File: src/rtl/dma_burst_ctrl.sv
// dma_burst_ctrl: splits a DMA read transfer into AXI INCR bursts and
// issues them one at a time to the read engine. Beats returned by the
// engine pass combinationally to the sink.
// Optional feature macro: DMA_BURST_4K_SPLIT_EN (bursts stop at 4 KB pages).
// Address/length widths come from dma_axi.vh (`AXI_ADDR_W, `AXI_LEN_W);
// the defaults below apply when that header has not been read first.
// Ports:
//   clk, rst                   clock, async active-high reset
//   cfg_start/addr/words       transfer request from the config block
//   cfg_busy/done/error        transfer status to the config block
//   rd_valid/addr/len          burst request to the read engine
//   rd_dma_ready               engine idle level
//   rd_ready/rd_rdata          beat strobe and data from the engine
//   out_valid/out_data         beat strobe and data to the sink

`ifndef AXI_ADDR_W
`define AXI_ADDR_W 32
`endif
`ifndef AXI_LEN_W
`define AXI_LEN_W 8
`endif

module dma_burst_ctrl #(
    parameter int DMA_DATA_WIDTH = 32,
    parameter int MAX_BURST      = 256,
    parameter int CNT_W          = 24
) (
    input  logic                      clk,
    input  logic                      rst,
    input  logic                      cfg_start,
    input  logic [`AXI_ADDR_W-1:0]    cfg_addr,
    input  logic [CNT_W-1:0]          cfg_words,
    output logic                      cfg_busy,
    output logic                      cfg_done,
    output logic                      cfg_error,
    output logic                      rd_valid,
    output logic [`AXI_ADDR_W-1:0]    rd_addr,
    output logic [`AXI_LEN_W-1:0]     rd_len,
    input  logic                      rd_dma_ready,
    input  logic                      rd_ready,
    input  logic [DMA_DATA_WIDTH-1:0] rd_rdata,
    output logic                      out_valid,
    output logic [DMA_DATA_WIDTH-1:0] out_data
);

    localparam int AW = `AXI_ADDR_W;
    localparam int LW = `AXI_LEN_W;
    localparam int B  = DMA_DATA_WIDTH / 8;
    localparam int LB = $clog2(B);
    localparam int BW = LW + 1;
    // Scratch width: holds the word count, a page beat count and a burst.
    localparam int W0 = (CNT_W > 13) ? CNT_W : 13;
    localparam int WW = (W0 > BW) ? W0 : BW;

    typedef enum logic [1:0] {
        IDLE,
        CALC,
        ISSUE,
        DATA
    } state_t;

    state_t          state, state_n;
    logic [AW-1:0]   addr, addr_n;
    logic [CNT_W-1:0] remaining, rem_n;
    logic [BW-1:0]   burst, burst_n;
    logic [BW-1:0]   beat, beat_n;
    logic            busy_n, done_n, error_n;
    logic            valid_n;
    logic [AW-1:0]   rd_addr_n;
    logic [LW-1:0]   rd_len_n;

    logic [WW-1:0]   rem_w, cap_w, burst_w;
    logic            misaligned;
    logic            last_beat;
    logic [AW-1:0]   addr_next;
    logic [CNT_W-1:0] rem_next;

    assign out_valid = rd_ready;
    assign out_data  = rd_rdata;

    assign misaligned = |(cfg_addr & AW'(B - 1));
    assign addr_next  = addr + (AW'(burst) << LB);
    assign rem_next   = remaining - CNT_W'(burst);

`ifdef DMA_BURST_4K_SPLIT_EN
    logic [WW-1:0] page_w;
`endif

    always_comb begin
        rem_w = WW'(remaining);
        cap_w = (rem_w > WW'(MAX_BURST)) ? WW'(MAX_BURST) : rem_w;
`ifdef DMA_BURST_4K_SPLIT_EN
        page_w  = WW'((13'd4096 - {1'b0, addr[11:0]}) >> LB);
        burst_w = (page_w < cap_w) ? page_w : cap_w;
`else
        burst_w = cap_w;
`endif
    end

    // The beat that completes the current burst, wherever it lands.
    always_comb begin
        last_beat = 1'b0;
        if (rd_ready) begin
            if (state == ISSUE)
                last_beat = (burst == BW'(1));
            else if (state == DATA)
                last_beat = ((beat + BW'(1)) == burst);
        end
    end

    always_comb begin
        state_n   = state;
        addr_n    = addr;
        rem_n     = remaining;
        burst_n   = burst;
        beat_n    = beat;
        busy_n    = cfg_busy;
        done_n    = 1'b0;
        error_n   = cfg_error;
        valid_n   = rd_valid;
        rd_addr_n = rd_addr;
        rd_len_n  = rd_len;

        // Busy covers the done cycle so a start there is refused.
        if (cfg_done && cfg_busy)
            busy_n = 1'b0;

        unique case (state)
            IDLE: begin
                if (cfg_start && !cfg_done) begin
                    addr_n  = cfg_addr;
                    rem_n   = cfg_words;
                    error_n = 1'b0;
                    if (misaligned) begin
                        error_n = 1'b1;
                        done_n  = 1'b1;
                    end else if (cfg_words == '0) begin
                        done_n = 1'b1;
                    end else begin
                        busy_n  = 1'b1;
                        state_n = CALC;
                    end
                end
            end
            CALC: begin
                burst_n   = BW'(burst_w);
                beat_n    = '0;
                rd_addr_n = addr;
                rd_len_n  = LW'(burst_w - WW'(1));
                valid_n   = rd_dma_ready;
                state_n   = ISSUE;
            end
            ISSUE: begin
                if (rd_ready) begin
                    valid_n = 1'b0;
                    beat_n  = BW'(1);
                    state_n = DATA;
                end else if (!rd_valid) begin
                    valid_n = rd_dma_ready;
                end
            end
            DATA: begin
                if (rd_ready)
                    beat_n = beat + BW'(1);
            end
            default: state_n = IDLE;
        endcase

        if (last_beat) begin
            addr_n = addr_next;
            rem_n  = rem_next;
            if (rem_next != '0) begin
                state_n = CALC;
            end else begin
                done_n  = 1'b1;
                state_n = IDLE;
            end
        end
    end

    always_ff @(posedge clk or posedge rst) begin
        if (rst) begin
            state     <= IDLE;
            addr      <= '0;
            remaining <= '0;
            burst     <= '0;
            beat      <= '0;
            cfg_busy  <= 1'b0;
            cfg_done  <= 1'b0;
            cfg_error <= 1'b0;
            rd_valid  <= 1'b0;
            rd_addr   <= '0;
            rd_len    <= '0;
        end else begin
            state     <= state_n;
            addr      <= addr_n;
            remaining <= rem_n;
            burst     <= burst_n;
            beat      <= beat_n;
            cfg_busy  <= busy_n;
            cfg_done  <= done_n;
            cfg_error <= error_n;
            rd_valid  <= valid_n;
            rd_addr   <= rd_addr_n;
            rd_len    <= rd_len_n;
        end
    end

endmodule

File: config.mk
export PLATFORM = sky130hd
export DESIGN_NAME = dma_burst_ctrl
export DESIGN_NICKNAME = d
export VERILOG_FILES = /design/src/rtl/dma_burst_ctrl.sv
export SDC_FILE = /design/constraint.sdc
export NUM_CORES = 1
export LEC_CHECK = 0
export BUFFER_PORTS_ARGS = -buffer_cell sky130_fd_sc_hd__buf_2
export CAP_MARGIN = 20
export CORE_MARGIN = 2
export CORE_UTILIZATION = 50
export DETAILED_ROUTE_END_ITERATION = 6
export PLACE_DENSITY = 0.78
export SLEW_MARGIN = 20
export SYNTH_ARGS = -nofsm -noshare
export SYNTH_HDL_FRONTEND = slang
export SYNTH_SLANG_ARGS = --single-unit
File: constraint.sdc
create_clock -name clk -period 3.5 [get_ports clk]
set_input_delay 0.175 -clock clk [delete_from_list [all_inputs] [get_ports clk]]
set_output_delay 0.175 -clock clk [all_outputs]
set_load 0.05 [all_outputs]
==> impl_metrics.json, run 1 <==
{
  "synth_flop_cell": "dfrtp_1",
  "dieWidth_um": 126,
  "fin_crit_ns": 3.23,
  "area_growth_pct": 15.0,
  "rows": 44,
  "initialDrtViolationCount": 560,
  "track_usage_pct": 24.3,
  "antenna_cells": 0,
  "worstPathRequired_ns": 3.80,
  "arrival_ns": 3.54,
  "synth_cell_types": 68,
  "setup_viol": 0,
  "ys_ff_latch": 120,
  "slew_viol_final": 0,
  "drtPass1Iterations": 5,
  "coreArea_mm2": 0.0145,
  "die_y_um": 126,
  "ir_drop_mv": 0.419,
  "async_flop_share_pct": 100,
  "clock_path_buffers": 2,
  "cp_cell_sequence": "ha_1, fa_1, nand2b_1, a21oi_2, a21oi_1, o22ai_1, nor4_1, a2111oi_1, nand4b_1, a31o_2",
  "io_pins": 170,
  "period_share_pct": 92.3,
  "fmax_ghz": 0.309,
  "max_slew_margin_pct": 39.8,
  "route.final.wire_length_mm": 18.9,
  "rsz0062_at_grt": "false",
  "synth_nets": 923,
  "synth_warnings": 0,
  "critPathTopFamily": "compound AO/OA/AOI/OAI gates",
  "portBuffers": 105,
  "worst_path_largest_cell_delay_ns": 0.47,
  "status": "completed",
  "ant_nets": 0,
  "hold_class": "in2reg",
  "hold_viol_final": 0,
  "p_leak_nw": 3.76,
  "syn_inst": 803,
  "numCtsBuffers": 17,
  "wl_per_cell_um": 17.6,
  "end_kind": "flop",
  "drive_gt1_share_pct": 23.2,
  "tns_ns": 0,
  "grt_max_degree": 72,
  "cts.sink_count": 120,
  "cts.htree.levels": 4,
  "grt_pass1_wl_mm": 31.1,
  "cp_num_buf_inv": 0,
  "gr-total-overflow": 0,
  "fillCellCount": 1260,
  "tightest_slew_ns": 0.903,
  "num_vias": 6404,
  "clockRootBuffer": "clkbuf_16",
  "gp_congestion": 0.963,
  "startpoint_type": "flop",
  "multiInputGateArea_mm2": 0.00391,
  "hold_ws_ns": 0.0189,
  "antenna_found_initial": 0,
  "syn_area_per_cell_um2": 9.25,
  "start_util_pct": 51.1,
  "clk_pin_slew_worst_paths_ns": 0.06,
  "finalNetCount": 998,
  "syn_area_mm2": 0.00743,
  "grt_pass1_vias": 6326,
  "seqCellArea_mm2": 0.00300,
  "die_area_mm2": 0.0158,
  "ys_seq_area_share_pct": 40.4,
  "drc_errors": 0,
  "fin_skew_ns": 0.00653,
  "cp_slowest_cell": "a2111oi_1",
  "cts_tree": "yes",
  "viasPerCell": 5.96,
  "synth_edf_count": 0,
  "worstSetupPathType": "reg2reg",
  "dp_hpwl_mm": 13.4,
  "insertion_delay_ns": 0.42,
  "drv_cap": 0,
  "crit_fanout": 5,
  "power_per_cell_area_mw_per_mm2": 941
}
==> where the power goes <==
group	switching, mW	internal [mW]
Combinational	2.41	1.44
Sequential	0.542	1.95
Clock	0.617	1.08
Total	3.57	4.46
==> state kept, by name, indices dropped and copies added (netlist names) <==
name,cells
addr,32
beat,9
burst,9
cfg_busy,1
cfg_done,1
cfg_error,1
rd_addr,32
rd_len,8
rd_valid,1
rem_w,24
state,2
==> repair_timing <==
| action | in CTS | in global routing |
|---|---|---|
| setup buffers | 0 | 0 |
| resized for setup | 0 | 2 |
| endpoints found under the setup margin | 0 | 2 |
| endpoints found under the hold margin | 40 | 0 |
| hold buffers | 3 | 0 |
==> cell type report <==
type | count | area share, %
sequential | 120 | 35.2
clock buffer | 24 | 5.52
clock inverter | 8 | 1.13
inverter | 31 | 1.39
timing repair buffer | 127 | 8.32
tap | 184 | 2.70
multi-input combinational | 581 | 45.8
==> kinds of logic after synthesis <==
kind of cell | share of synthesized area [%]
and+or+nand+nor | 17.3
muxes | 8.76
DFF | 40.4
adders and majority gates | 4.75
xor gates and xnor gates | 3.42
buffers and inverters | 7.09
AOI/OAI and AO/OA | 18.3
==> routing by layer <==
| layer | GRT usage [%] | part of all wire [%] | routed length (µm) |
|---|---|---|---|
| met4 | 10.5 | 3.2 | 603 |
| met5 | 0 | 0 | 0 |
| met3 | 4.63 | 5.0 | 952 |
| met1 | 31.7 | 44 | 8270 |
| met2 | 39.7 | 48 | 9070 |
==> Yosys cell counts, drive strengths merged (2+ instances only) <==
master	number	area, µm²
xnor2	16	140
a21bo	2	20.0
and4	3	26.3
a211oi	25	193
nand2	64	240
a2111oi	6	52.6
dfrtp	120	3000
nor4	13	81.3
a31o	3	26.3
and2	2	12.5
nand3b	4	30.0
a21o	14	105
o2bb2ai	2	17.5
nand3	21	110
a21oi	43	226
mux2i	23	230
a211o	5	43.8
a31oi	4	25.0
o21a	6	45.0
nor2	74	278
a311oi	10	87.6
o31ai	8	60.1
xor2	13	114
or3	10	72.6
clkbuf	23	86.3
a22o	3	26.3
nand4b	2	17.5
nor3	20	105
o22ai	4	25.0
nor2b	6	37.5
fa	2	40.0
o31a	2	17.5
o21ai	60	300
or4	2	18.8
and3	13	81.3
buf	48	324
mux2	37	420
nand2b	13	81.3
inv	31	116
nand4	5	31.3
nor3b	2	20.0
ha	25	313
==> worst paths after layout <==
path / to / startpoint / cells after the start / slack [ns]
max: state[0]$_DFFE_PP0P_ / burst[0]$_DFFE_PP0P_ / 10 / 0.27
min: addr[15]$_DFFE_PP0P_ / cfg_addr[15] / 3 / 0.02
max reg2reg: state[0]$_DFFE_PP0P_ / burst[0]$_DFFE_PP0P_ / 10 / 0.27
min reg2reg: addr[0]$_DFFE_PP0P_ / addr[0]$_DFFE_PP0P_ / 2 / 0.48
max in group asynchronous: rd_addr[30]$_DFFE_PP0P_ / rst / 4 / 2.24
min in group asynchronous: rem_w[2]$_DFFE_PP0P_ / rst / 3 / 0.50
==> per-stage QoR <==
stage          std cells  instance area, µm²  worst slack (ns)  util (%)  total power [mW]
2_1_floorplan        803                7430             0.139         -              5.40
3_3_place_gp        1040                7930             0.240      54.6              6.20
3_5_place_dp        1040                7930             0.154      54.6              6.28
4_1_cts             1075                8530             0.147      58.7              8.01
5_1_grt             1075                8540            0.0436      58.8              8.54
6_report            1075                8540             0.268      58.8              8.04
==> cell usage in the layout, fill, tap and decap left out, types with 14 or more instances in the layout <==
| master | count |
|---|---|
| mux2_2 | 36 |
| mux2i_1 | 23 |
| nor2_1 | 74 |
| nand3_1 | 20 |
| a21oi_1 | 41 |
| buf_2 | 105 |
| clkbuf_16 | 17 |
| a211oi_1 | 24 |
| buf_4 | 18 |
| ha_1 | 24 |
| xnor2_1 | 16 |
| nor3_1 | 18 |
| nand2_1 | 64 |
| a21o_1 | 14 |
| inv_1 | 30 |
| o21ai_0 | 58 |
| dfrtp_1 | 120 |
==> tightest hold or removal path: cells and delay by family <==
family	cells	cell delay, ns
AND/OR/NAND/NOR	1	0.08
buffers and inverters	1	0.07
AO/OA/AOI/OAI	1	0.07
Power figures use the tool's default switching activity.
==> run 2, diff against run 1 <==
GPL_TIMING_DRIVEN = 0   (was unset)
==> run 2 against run 1 <==
Core utilization rose by 3.5 points. Worst hold slack worse by 0.0084 ns. Clock skew rose by 0.0026 ns. Non-clock buffer count rose by 83. Critical path depth unchanged. Die area stayed put. Combinational power increased by 2%. Final area up 5.9%. Largest cell class unchanged.
==> impl_metrics.json, run 2 (synthesis results as in run 1) <==
{
  "seqCellArea_mm2": 0.00300,
  "clk_pin_slew_worst_paths_ns": 0.06,
  "top_layer": "met4",
  "layout_common_cells": "146 x buf_2, 120 x dfrtp_1, 74 x nor2_1",
  "area_growth_pct": 21.8,
  "worstSetupPathType": "reg2reg",
  "cp_slowest_cell": "dfrtp_1",
  "io_pins": 170,
  "drive_gt1_share_pct": 27.3,
  "ant_nets": 0,
  "insertion_delay_ns": 0.42,
  "num_vias": 6777,
  "initialDrtViolationCount": 594,
  "rsz0062_at_grt": "false",
  "grt_pass1_wl_mm": 32.9,
  "wl_met2_mm": 9.79,
  "wl_met1_mm": 8.73,
  "rrSetupSlack_ns": 0.11,
  "tightest_slew_ns": 0.846,
  "hold_class": "in2reg",
  "gp_congestion": 0.913,
  "worst_path_most_repeated_cell": "a21oi_1",
  "cts.sink_count": 120,
  "worstPathRequired_ns": 3.81,
  "place_area_mm2": 0.00838,
  "end_kind": "flop",
  "finalPower_mw": 8.34,
  "die_y_um": 126,
  "setup_viol": 0,
  "clockRootBuffer": "clkbuf_16",
  "fin_skew_ns": 0.00911,
  "worst_path_largest_cell_delay_ns": 0.50,
  "finalNetCount": 1081,
  "fillCellCount": 1220,
  "cp_cell_sequence": "ha_1, fa_1, nand2b_1, a21oi_1, a21oi_1, o22ai_1, nor4_1, a2111oi_1, nand4b_1, a31o_2",
  "antenna_cells": 0,
  "max_slew_margin_pct": 43.6,
  "met3_length_mm": 1.36,
  "ir_drop_mv": 0.421,
  "multiInputGateArea_mm2": 0.00391,
  "cts.htree.levels": 4,
  "power_per_cell_area_mw_per_mm2": 922,
  "grt_pass1_vias": 6421,
  "hold_ws_ns": 0.0105,
  "cts_tree": "yes",
  "period_share_pct": 96.9,
  "viasPerCell": 5.85,
  "route.final.wire_length_mm": 20.5,
  "coreArea_mm2": 0.0145,
  "slew_viol_final": 0,
  "antenna_found_initial": 0,
  "p_leak_nw": 4.06,
  "drv_cap": 0,
  "fin_crit_ns": 3.39,
  "dieWidth_um": 126,
  "fin_area_mm2": 0.00904,
  "fmax_ghz": 0.295,
  "crit_fanout": 5,
  "final_common_cell": "buf_2",
  "drc_errors": 0,
  "cp_num_buf_inv": 0,
  "grt_max_degree": 66,
  "arrival_ns": 3.70,
  "critPathTopFamily": "compound AO/OA/AOI/OAI gates",
  "die_area_mm2": 0.0158,
  "startpoint_type": "flop",
  "gr-total-overflow": 0,
  "wl_per_cell_um": 17.7,
  "start_util_pct": 51.1,
  "rows": 44,
  "portBuffers": 137,
  "status": "completed",
  "clock_path_buffers": 2,
  "drtPass1Iterations": 5,
  "dp_hpwl_mm": 14.8,
  "track_usage_pct": 26.0,
  "hold_viol_final": 0,
  "numCtsBuffers": 17
}
-- run 2: power breakdown --
part / leakage [nW] / switching, mW / total [mW] / internal, mW
combinational: 2.36 / 2.51 / 3.94 / 1.43
clock: 0.305 / 0.643 / 1.89 / 1.25
sequential: 1.39 / 0.567 / 2.52 / 1.95
-- run 2: final timing paths --
check	to	startpoint	cells after the start
worst max-delay path	state[0]$_DFFE_PP0P_	burst[0]$_DFFE_PP0P_	10
worst max register to register	state[0]$_DFFE_PP0P_	burst[0]$_DFFE_PP0P_	10
worst min-delay path	addr[15]$_DFFE_PP0P_	cfg_addr[15]	3
max in group asynchronous	beat[2]$_DFFE_PP0P_	rst	4
worst min register to register	rd_addr[6]$_DFFE_PP0P_	rd_addr[6]$_DFFE_PP0P_	1
min in group asynchronous	rd_len[5]$_DFFE_PP0P_	rst	3
-- run 2: what timing repair did --
| action | 4_1_cts | 5_1_grt |
|---|---|---|
| gates resized for setup | 0 | 4 |
| endpoints found under the hold margin | 55 | 0 |
| setup endpoints to repair | 0 | 3 |
| buffers inserted | 0 | 0 |
| hold buffers | 1 | 0 |
-- run 2: worst register-to-register path: cells and delay by family (launching register included) --
family	cells	cell delay, ns
compound gates	5	1.52
fa+ha+maj	2	0.71
simple gates	3	0.54
flops	1	0.50
-- run 2: per-stage QoR --
stage	setup slack, ns	TNS (ns)	std cells	util, %
6_report	0.109	0	1158	62.2
5_1_grt	0.00380	0	1158	62.2
3_5_place_dp	0.114	0	1125	57.6
2_1_floorplan	0.139	0	803	-
3_3_place_gp	-1.31	-156.46	1124	57.4
4_1_cts	0.0969	0	1158	62.1
-- run 2: per-layer routing --
metal,vias to the layer above,track usage [%]
li1,3192,-
met1,3242,34.5
met2,297,42.3
met3,46,5.48
met4,0,9.44
met5,-,0
-- run 2: final cells by class --
cell class	instances	share of cell area, %
clock buffers	21	5.20
clock inverters	11	1.88
flip-flops and latches	120	33.2
plain buffers	71	4.57
well taps	184	2.55
inverters	31	1.34
repair buffers	139	8.00
multi-input cells	581	43.3
==> run 3, diff against run 2 <==
CORE_UTILIZATION = 51   (was 50)
CTS_BUF_LIST = sky130_fd_sc_hd__clkbuf_8   (was unset)
PLACE_DENSITY = 0.79   (was 0.78)
==> run 3 against run 2 <==
Sequential power about the same. Critical endpoint unchanged. Final area is 0.58% higher. Critical path type unchanged. Critical path depth unchanged. Largest cell class unchanged.
==> impl_metrics.json, run 3 (synthesis results as in run 1) <==
{
  "status": "completed",
  "cp_cell_sequence": "ha_1, fa_1, nand2b_1, a21oi_1, a21oi_1, o22ai_1, nor4_1, a2111oi_0, nand4b_1, a31o_2",
  "drive_gt1_share_pct": 26.6,
  "worstSetupPathType": "reg2reg",
  "slew_viol_final": 0,
  "arrival_ns": 3.71,
  "layout_common_cells": "146 x buf_2, 120 x dfrtp_1, 74 x nor2_1",
  "start_util_pct": 51.7,
  "ant_nets": 0,
  "worst_path_most_repeated_cell": "a21oi_1",
  "clockRootBuffer": "clkbuf_8",
  "power_per_cell_area_mw_per_mm2": 867,
  "end_kind": "flop",
  "grt_max_degree": 77,
  "fin_skew_ns": 0.0130,
  "cp_num_buf_inv": 0,
  "setup_viol": 0,
  "numCtsBuffers": 17,
  "cts.htree.levels": 4,
  "coreArea_mm2": 0.0144,
  "clkPwrFrac_pct": 17.8,
  "grt_pass1_vias": 6532,
  "worstReg2RegEnd": "state[0]$_DFFE_PP0P_",
  "rr_startpoint": "burst[0]$_DFFE_PP0P_",
  "p_switching_mw": 3.69,
  "fin_crit_ns": 3.36,
  "startpoint_type": "flop",
  "holdCritStartpoint": "cfg_addr[12]",
  "max_slew_margin_pct": 49.9,
  "r2r_cells": 10,
  "tightest_slew_ns": 0.752,
  "die_y_um": 125,
  "clk_pin_slew_worst_paths_ns": 0.08,
  "cts_tree": "yes",
  "final_common_cell": "buf_2",
  "crit_fanout": 5,
  "hold-path-cell-count": 3,
  "worst_path_largest_cell_delay_ns": 0.49,
  "drtPass1Iterations": 5,
  "min_to": "addr[12]$_DFFE_PP0P_",
  "track_usage_pct": 25.9,
  "cts.sink_count": 120,
  "worstPathRequired_ns": 3.85,
  "gr-total-overflow": 0,
  "swShare_pct": 46.7,
  "num_vias": 6879,
  "fillCellCount": 1240,
  "viasPerCell": 5.81,
  "critPathTopFamily": "compound AO/OA/AOI/OAI gates",
  "rows": 44,
  "finalNetCount": 1106,
  "setup_ws_ns": 0.141,
  "cp_slowest_cell": "a2111oi_0",
  "drv_cap": 0,
  "period_share_pct": 96.0,
  "ir_drop_mv": 0.579,
  "finalPower_mw": 7.88,
  "antenna_found_initial": 0,
  "hold_class": "in2reg",
  "area_growth_pct": 22.5,
  "initialDrtViolationCount": 499,
  "dieWidth_um": 125,
  "intPower_mw": 4.20,
  "gp_congestion": 0.938,
  "fmax_ghz": 0.298,
  "antenna_cells": 0,
  "p_leak_nw": 4.08,
  "place_ws_ns": -0.000643,
  "wl_per_cell_um": 17.1,
  "io_pins": 170,
  "seqCellArea_mm2": 0.00300,
  "die_area_mm2": 0.0155,
  "post-cts-setup-buffers": 0,
  "multiInputGateArea_mm2": 0.00392,
  "rrSetupSlack_ns": 0.14,
  "portBuffers": 137,
  "combPwrFrac_pct": 50.3,
  "hold_viol_final": 0,
  "grt_pass1_wl_mm": 32.3,
  "route.final.wire_length_mm": 20.2,
  "insertion_delay_ns": 0.46,
  "clock_path_buffers": 2,
  "postLayoutCoreUtil_pct": 63.3,
  "seq_power_share_pct": 31.9,
  "drc_errors": 0,
  "rsz0062_at_grt": "false",
  "dp_hpwl_mm": 14.6
}
## run 3: cell count changes in the layout (fill, tap and decap cells not counted), moves of 2 or more
cell / change
clkbuf_16: -17
dlygate4sd3_1: +25
clkbuf_8: +16
inv_1: +2
## run 3: area by class of cell
cell class	instances	area share, %
plain buffers	71	4.54
multi-input cells	581	43.1
clock buffers	19	2.87
clock inverters	13	1.95
repair buffers	164	10.7
well taps	184	2.53
flip-flops and latches	120	33.0
inverters	31	1.33
## run 3: timing repair
item,CTS,global route
gates resized for setup,1,3
hold buffers,26,0
hold endpoints to repair,69,0
pin swaps,0,1
setup endpoints to repair,1,2
## run 3: worst max-delay path by stage
stage                           from                       to  cells past startpoint
3_5_place_dp   rem_w[10]$_DFFE_PP0P_    rd_len[6]$_DFFE_PP0P_                     11
6_report        burst[0]$_DFFE_PP0P_     state[0]$_DFFE_PP0P_                     10
5_1_grt         burst[1]$_DFFE_PP0P_    rem_w[23]$_DFFE_PP0P_                     11
4_1_cts        rem_w[10]$_DFFE_PP0P_    rd_len[6]$_DFFE_PP0P_                     11
3_3_place_gp                     rst  rd_addr[25]$_DFFE_PP0P_                      2
2_1_floorplan                    rst      addr[0]$_DFFE_PP0P_                      1
## run 3: power groups by stage
stage	Combinational, mW	Clock, mW	Sequential, mW
final	3.97	1.40	2.52
after global routing	4.29	1.49	2.59
after CTS	3.91	1.41	2.49
after detailed placement	3.86	0	2.51
after global placement	3.78	0	2.49
after floorplan	2.35	0	3.06
## run 3: metal layers
metal	track usage [%]	wire length, µm	share of wire [%]	up-vias
met1	33.9	8760	43	3275
met2	40.9	9370	46	291
met3	6.10	1390	6.9	62
li1	-	-	-	3251
met4	12.2	709	3.5	0
met5	0	0	0	-
## run 3: worst min-delay path: stages
cell    delay, ns
buf_2        0.10
nor2_1       0.11
nor3_1       0.06
## run 3: stage by stage
step | cell area (µm²) | hold WS [ns] | TNS [ns] | cells
finish | 9100 | 0.0119 | 0 | 1183
detailed placement | 8380 | 0.233 | -0.000643 | 1125
global placement | 8340 | 0.406 | -166.42 | 1124
floorplan | 7430 | 0.280 | 0 | 803
global route | 9100 | 0.00227 | 0 | 1183
CTS | 9080 | 0.000262 | 0 | 1183
